[src/rtl/cordic_arbiter.sv]
// rtl/cordic_arbiter.sv - round-robin arbiter sharing one CORDIC core among NUM_REQ requesters
// One transaction in flight: IDLE -> ISSUE -> WAIT -> RESPOND, with a WAIT timeout.
module cordic_arbiter #(
  parameter int NUM_REQ          = 4,
  parameter int FLOAT_DATA_WIDTH = 32,
  parameter int TIMEOUT_WIDTH    = 10,
  parameter int TIMEOUT_MAX      = 1023
) (
  input  logic                                clk,
  input  logic                                rst,
  input  logic [NUM_REQ-1:0]                  req,
  input  logic [NUM_REQ*FLOAT_DATA_WIDTH-1:0] req_angle,
  output logic [NUM_REQ-1:0]                  grant,
  output logic [NUM_REQ-1:0]                  resp_valid,
  output logic [FLOAT_DATA_WIDTH-1:0]         resp_result,
  output logic                                resp_error,
  output logic                                busy,
  output logic                                core_clk_en,
  output logic [FLOAT_DATA_WIDTH-1:0]         core_angle,
  input  logic                                core_done,
  input  logic [FLOAT_DATA_WIDTH-1:0]         core_result
);

  localparam int IDX_W = (NUM_REQ > 1) ? $clog2(NUM_REQ) : 1;

  localparam logic [1:0] ST_IDLE    = 2'd0;
  localparam logic [1:0] ST_ISSUE   = 2'd1;
  localparam logic [1:0] ST_WAIT    = 2'd2;
  localparam logic [1:0] ST_RESPOND = 2'd3;

  // The counter shows cycles already spent in WAIT, so the last allowed cycle is MAX-1.
  localparam logic [TIMEOUT_WIDTH-1:0] CNT_LAST = TIMEOUT_WIDTH'(TIMEOUT_MAX - 1);

  logic [1:0]                  state_q, state_d;
  logic [IDX_W-1:0]            last_q, last_d;
  logic [TIMEOUT_WIDTH-1:0]    cnt_q, cnt_d;
  logic [NUM_REQ-1:0]          grant_q, grant_d;
  logic [NUM_REQ-1:0]          resp_valid_q, resp_valid_d;
  logic [FLOAT_DATA_WIDTH-1:0] resp_result_q, resp_result_d;
  logic [FLOAT_DATA_WIDTH-1:0] core_angle_q, core_angle_d;
  logic                        resp_error_q, resp_error_d;
  logic                        busy_q, busy_d;
  logic                        core_clk_en_q, core_clk_en_d;

  logic                        win_found;
  logic [IDX_W-1:0]            win_idx;
  logic [IDX_W-1:0]            cand;

  // Search starts just after the previous winner; the previous winner itself is checked last.
  always_comb begin
    win_found = 1'b0;
    win_idx   = last_q;
    cand      = last_q;
    for (int k = 1; k <= NUM_REQ; k++) begin
      cand = IDX_W'((int'(last_q) + k) % NUM_REQ);
      if (!win_found && req[cand]) begin
        win_found = 1'b1;
        win_idx   = cand;
      end
    end
  end

  always_comb begin
    state_d       = state_q;
    last_d        = last_q;
    cnt_d         = '0;
    core_angle_d  = core_angle_q;
    grant_d       = '0;
    core_clk_en_d = 1'b0;
    resp_valid_d  = '0;
    resp_result_d = '0;
    resp_error_d  = 1'b0;

    case (state_q)
      ST_IDLE: begin
        if (win_found) begin
          state_d       = ST_ISSUE;
          last_d        = win_idx;
          core_angle_d  = req_angle[int'(win_idx)*FLOAT_DATA_WIDTH +: FLOAT_DATA_WIDTH];
          grant_d       = NUM_REQ'(1) << win_idx;
          core_clk_en_d = 1'b1;
        end
      end
      ST_ISSUE: begin
        state_d = ST_WAIT;
      end
      ST_WAIT: begin
        // A done on the final timeout cycle still counts as a normal completion.
        if (core_done) begin
          state_d       = ST_RESPOND;
          resp_valid_d  = NUM_REQ'(1) << last_q;
          resp_result_d = core_result;
        end else if (cnt_q == CNT_LAST) begin
          state_d      = ST_RESPOND;
          resp_valid_d = NUM_REQ'(1) << last_q;
          resp_error_d = 1'b1;
        end else begin
          cnt_d = cnt_q + TIMEOUT_WIDTH'(1);
        end
      end
      default: begin
        state_d = ST_IDLE;
      end
    endcase

    busy_d = (state_d != ST_IDLE);
  end

  always_ff @(posedge clk or negedge rst) begin
    if (!rst) begin
      state_q       <= ST_IDLE;
      last_q        <= IDX_W'(NUM_REQ - 1);
      cnt_q         <= '0;
      grant_q       <= '0;
      resp_valid_q  <= '0;
      resp_result_q <= '0;
      resp_error_q  <= 1'b0;
      busy_q        <= 1'b0;
      core_clk_en_q <= 1'b0;
      core_angle_q  <= '0;
    end else begin
      state_q       <= state_d;
      last_q        <= last_d;
      cnt_q         <= cnt_d;
      grant_q       <= grant_d;
      resp_valid_q  <= resp_valid_d;
      resp_result_q <= resp_result_d;
      resp_error_q  <= resp_error_d;
      busy_q        <= busy_d;
      core_clk_en_q <= core_clk_en_d;
      core_angle_q  <= core_angle_d;
    end
  end

  assign grant       = grant_q;
  assign resp_valid  = resp_valid_q;
  assign resp_result = resp_result_q;
  assign resp_error  = resp_error_q;
  assign busy        = busy_q;
  assign core_clk_en = core_clk_en_q;
  assign core_angle  = core_angle_q;

endmodule

[config.mk]
export PLATFORM = sky130hd
export DESIGN_NAME = cordic_arbiter
export DESIGN_NICKNAME = d
export VERILOG_FILES = /design/src/rtl/cordic_arbiter.sv
export SDC_FILE = /design/constraint.sdc
export NUM_CORES = 1
export LEC_CHECK = 0
export CORE_MARGIN = 8
export CORE_UTILIZATION = 42
export CTS_CLUSTER_SIZE = 40
export DETAILED_ROUTE_END_ITERATION = 6
export PLACE_DENSITY_LB_ADDON = 0.2
export SLEW_MARGIN = 20
export SYNTH_ARGS = -nofsm -noshare
export SYNTH_HDL_FRONTEND = slang
export SYNTH_SLANG_ARGS = --single-unit
[constraint.sdc]
create_clock -name clk -period 5.35 [get_ports clk]
set_input_delay 1.07 -clock clk [delete_from_list [all_inputs] [get_ports clk]]
set_output_delay 1.07 -clock clk [all_outputs]
set_load 0.02 [all_outputs]
# == Word level (Yosys, flattened, before mapping) ==
# Cells that the tools add are included.
# op_classes
n_mux,35
shift,3
eq_ne,3
add_sub_neg,5
order_cmp,4
reduce_logical,9
# ops
op,count
$shiftx A128 B8 Y32,1
$mux W32,2
$mux W10,3
$mux W4,5
$mux W2,7
$mux W1,13
$lt A2 B3 Y1 const B,4
$add A10 B1 Y10 const B,1
$eq A10 B10 Y1 const B,1
$bmux W1 S2,4
$shl A1 B2 Y4 const A,2
$pmux W2 S3,1
$add A2 B1 Y2 const B,2
$add A2 B2 Y2 const B,2
$logic_and A1 B1 Y1,3
$logic_not A1 Y1,3
$eq A2 B1 Y1 const B,1
$eq A2 B2 Y1 const B,1
$logic_not A2 Y1,1
$reduce_and A2 Y1,1
$reduce_bool A2 Y1,1
# totals
ff_bits,89
output_inout_bits,75
inputBits,167
elab_cells,69

# == Depth between registers and ports, before layout ==
# depth
ltp_word,16
ltp_mapped,10
mapped_depth_nobuf,8

# == Least setup slack after synthesis ==
# No wires, ideal clock.
# synth_timing
path_kind,in2reg
from,in req[0]
to,reg core_angle_q[2] (netlist: core_angle[2])
cell_stages,8
n_path_buf,3
arrival_time_ns,2.718
setup_ns,0.138
path_slack_ns,2.494
required_ns,5.212
cell_sequence,clkbuf_1 > mux4_2 > o21ai_2 > xnor2_2 > buf_6 > buf_4 > mux2i_1 > o221ai_1
# synth_between
elab_chain_cells,13
# synth_lines
element,line,rtl
"start, declared",11,"input logic [NUM_REQ-1:0] req,"
$bmux W1 S2,56,if (!win_found && req[cand]) begin
$mux W1 (not written as such),56,
$mux W1,56,
$logic_not A1 Y1,56,
$logic_and A1 B1 Y1,56,
$mux W1,56,
$logic_not A1 Y1,56,
$logic_and A1 B1 Y1,56,
$mux W1,56,
$logic_not A1 Y1,56,
$logic_and A1 B1 Y1,56,
$mux W2 or $mux W1 (tied branches),56,
$shiftx A128 B8 Y32 or $reduce_and A2 Y1 (tied branches),n/a,
"end signal, assigned",131,core_angle_q <= core_angle_d;
"end, declared",40,"logic [FLOAT_DATA_WIDTH-1:0] core_angle_q, core_angle_d;"
# Several ways; a longest one is shown, not always the timed one. The select of a mux whose other input is x is not followed.
# A chain may end at the register's enable or synchronous reset.

# == Worst setup path after layout ==
# layout_timing
from,in req[1]
to,reg core_angle_q[4] (netlist: core_angle[4])
# Same word-level chain as after synthesis.

==> flow_summary.yaml <==
global_route:
  grt_overflow: 0
  busiest_layer: "met2"
  grtUsageMet3: 0.0893
  grtUsageTotal: 0.209
  grt_pass1_wl_um: 21700
  grt_max_degree: 57
  grt_pass1_vias: 4065
  antenna_found_initial: 0
  use_met2: 0.359
  gr-usage-met1: 0.225
drt:
  ant_nets: 0
  wire_per_inst_um: 20.0
  drc_errors: 0
  dr_total_vias: 3785
  first_iter_violations: 169
  firstDrtPassIters: 4
  drt_wl_total_um: 14800
  drt-vias-per-instance: 5.12
flow_run:
  cap_viol_max_count: 0
floorplanning:
  dieArea_mm2: 0.0136
  rows: 37
  initial_core_util: 0.423
  die_w_um: 117
  dieHeight_um: 117
  ios: 242
  core_mm2: 0.0101
status:
  status: "completed"
clock_tree:
  clk_pin_slew_ps: 80
  postCtsSetupBuffers: 0
  cts-htree-levels: 3
  cts_tree: "built"
  numCtsBuffers: 9
  clkLatencyLatePin_ps: 360
  cts.repair.resized: 0
  clock_path_buffers: 2
  clockRootBuffer: "clkbuf_8"
  postCtsHoldBufs: 0
  clock-sinks: 89
hold_path:
  hold_end: "core_angle[1]$_DFFE_PN0P_"
  hold_path_class: "reg2reg"
  holdPathStages: 2
  hp-start: "core_angle[1]$_DFFE_PN0P_"
timing:
  setup_tns_ps: 0
  max_freq_ghz: 0.268
  clock_skew_ps: 12.4
  max-slew-margin-rel: 0.221
  max_slew.worst_pin.slew_ps: 1170
  setup_viol: 0
  slew_viol_final: 0
  fin_crit_sh: 0.698
  grt_setup_unrepaired: "false"
  post-route-min-period_ps: 3730
  hold_viol_final: 0
synth:
  ys_warn_count: 0
  synth_ff_type: "dfrtp_1"
  postSynthCellCount: 368
  ys_seq_area_frac: 0.522
  synth_nets: 544
  ys_async_sr_fraction: 1.00
  syn_area_mm2: 0.00427
  avgSynthCellArea_um2: 11.6
  synth_edf_count: 0
  synth_cell_type_count: 44
  ys_seq_elements: 89
cells_and_area:
  layout_commonest_cell: "clkdlybuf4s50_1"
  nNetsFinal: 774
  drive_above_1_share: 0.0531
  diodes: 0
  most-common-layout-cells: "clkdlybuf4s50_1 (240), dfrtp_1 (87), mux2i_1 (66), nand2_1 (36), and3_1 (35)"
  areaGrowthSynthToFinish_pct: 63.5
pwr:
  seq_power_share: 0.262
  combinationalPowerShare: 0.618
  p_leak_nw: 3.20
  finalPower_w: 0.00384
  irDropWorstVdd_uv: 460
  p_sw_frac: 0.422
  p_per_area_mw_per_mm2: 551
  power_frac_clock: 0.120
  intPower_w: 0.00222
  power_switching_w: 0.00162
placed_design:
  dp_hpwl_um: 11500
  gp_congestion: 0.794
  numPortBuffers: 241
setup_path:
  r2r_slack_ps: 2260
  critPathArrivalTime_ps: 3960
  endpoint_kind: "flop"
  r2r-start: "last_q[0]$_DFFE_PN1P_"
  crit_type: "in2reg"
  crit_required_ps: 5580
  cp_max_fo: 32
  reg2reg_depth: 6
  r2r-end: "core_angle[4]$_DFFE_PN0P_"
  worstSetupStartpointType: "input pin"
-- routing by layer --
layer	wire length, um	vias to the layer above
li1	-	1788
met1	5450	1818
met2	7520	159
met3	1480	20
met4	351	0
met5	0	-
-- power by group through the flow --
stage	sequential, W	combinational [W]	clock (W)
floorplan	0.00121	0.00138	0
global placement	0.00101	0.00234	0
detailed placement	0.00102	0.00239	0
CTS	0.00101	0.00239	0.000472
global route	0.00103	0.00253	0.000496
finish	0.00101	0.00238	0.000460
-- sequential cells by signal (all words and copies together), names as in the netlist --
| name | flops |
|---|---|
| busy | 1 |
| cnt_q | 10 |
| core_angle | 32 |
| core_clk_en | 1 |
| grant | 4 |
| last_q | 2 |
| resp_error | 1 |
| resp_result | 32 |
| resp_valid | 4 |
| state_q | 2 |
-- worst max path at each step --
| stage | start | to | slack, ps | cells past startpoint |
|---|---|---|---|---|
| 2_1_floorplan | req[0] | core_angle[2]$_DFFE_PN0P_ | 2490 | 8 |
| 3_3_place_gp | req[1] | core_angle[7]$_DFFE_PN0P_ | 1410 | 7 |
| 3_5_place_dp | req[1] | core_angle[26]$_DFFE_PN0P_ | 1270 | 7 |
| 4_1_cts | req[1] | core_angle[19]$_DFFE_PN0P_ | 1660 | 7 |
| 5_1_grt | req[1] | core_angle[16]$_DFFE_PN0P_ | 1520 | 7 |
| 6_report | req[1] | core_angle[4]$_DFFE_PN0P_ | 1620 | 7 |
-- worst max-delay path, stage by stage --
cell and delay (ps):
clkdlybuf4s50_1 570, mux2_4 370, or3_1 330, a21o_1 210, a41oi_2 240, nand2_1 710, o221ai_1 450
-- layout make-up --
class                   count  area [um2]
fillers                   800        3110
repair buffers            246        2460
flip-flops and latches     89        2230
multi-input cells         244        1900
well taps                 136         170
clock buffers              10         128
clock inverters             6        66.3
inverters                   8        30.0
-- cells in the mapped netlist, drive strengths merged, types with 2 or more instances --
cell / n / share of area
mux2: 2 / 0.0062
dfrtp: 87 / 0.51
clkbuf: 13 / 0.012
o221ai: 32 / 0.066
ha: 9 / 0.026
or3: 2 / 0.0029
nor3b: 2 / 0.0035
o21ai: 5 / 0.0067
nand2: 37 / 0.033
o211ai: 2 / 0.0035
dfstp: 2 / 0.012
and3: 35 / 0.051
and2: 5 / 0.0073
xnor2: 4 / 0.010
xor2: 5 / 0.010
inv: 8 / 0.0070
nor2b: 3 / 0.0044
nor3: 2 / 0.0023
buf: 14 / 0.020
a21oi: 2 / 0.0023
nand3b: 2 / 0.0035
nand3: 3 / 0.0035
nor2: 13 / 0.011
nand4: 3 / 0.0044
mux2i: 66 / 0.15
-- metrics by stage --
| step | setup slack [ps] | instances | util | hold slack (ps) | area, um2 |
|---|---|---|---|---|---|
| finish | 1620 | 739 | 0.692 | 500 | 6980 |
| global route | 1520 | 739 | 0.692 | 529 | 6980 |
| CTS | 1660 | 739 | 0.692 | 500 | 6980 |
| detailed placement | 1270 | 723 | 0.672 | 473 | 6790 |
| global placement | 1410 | 723 | 0.672 | 468 | 6790 |
| floorplan | 2490 | 368 | - | 474 | 4270 |
-- cells by family after synthesis --
| group | count (synthesis) | share of synthesized area |
|---|---|---|
| AOI/OAI and AO/OA | 48 | 0.0953 |
| adders and majority gates | 9 | 0.0264 |
| xor gates and xnor gates | 9 | 0.0202 |
| muxes | 69 | 0.166 |
| DFF | 89 | 0.522 |
| buffers and inverters | 35 | 0.0387 |
| and+or+nand+nor | 109 | 0.131 |
No activity file was read; power rests on OpenSTA's default activity.
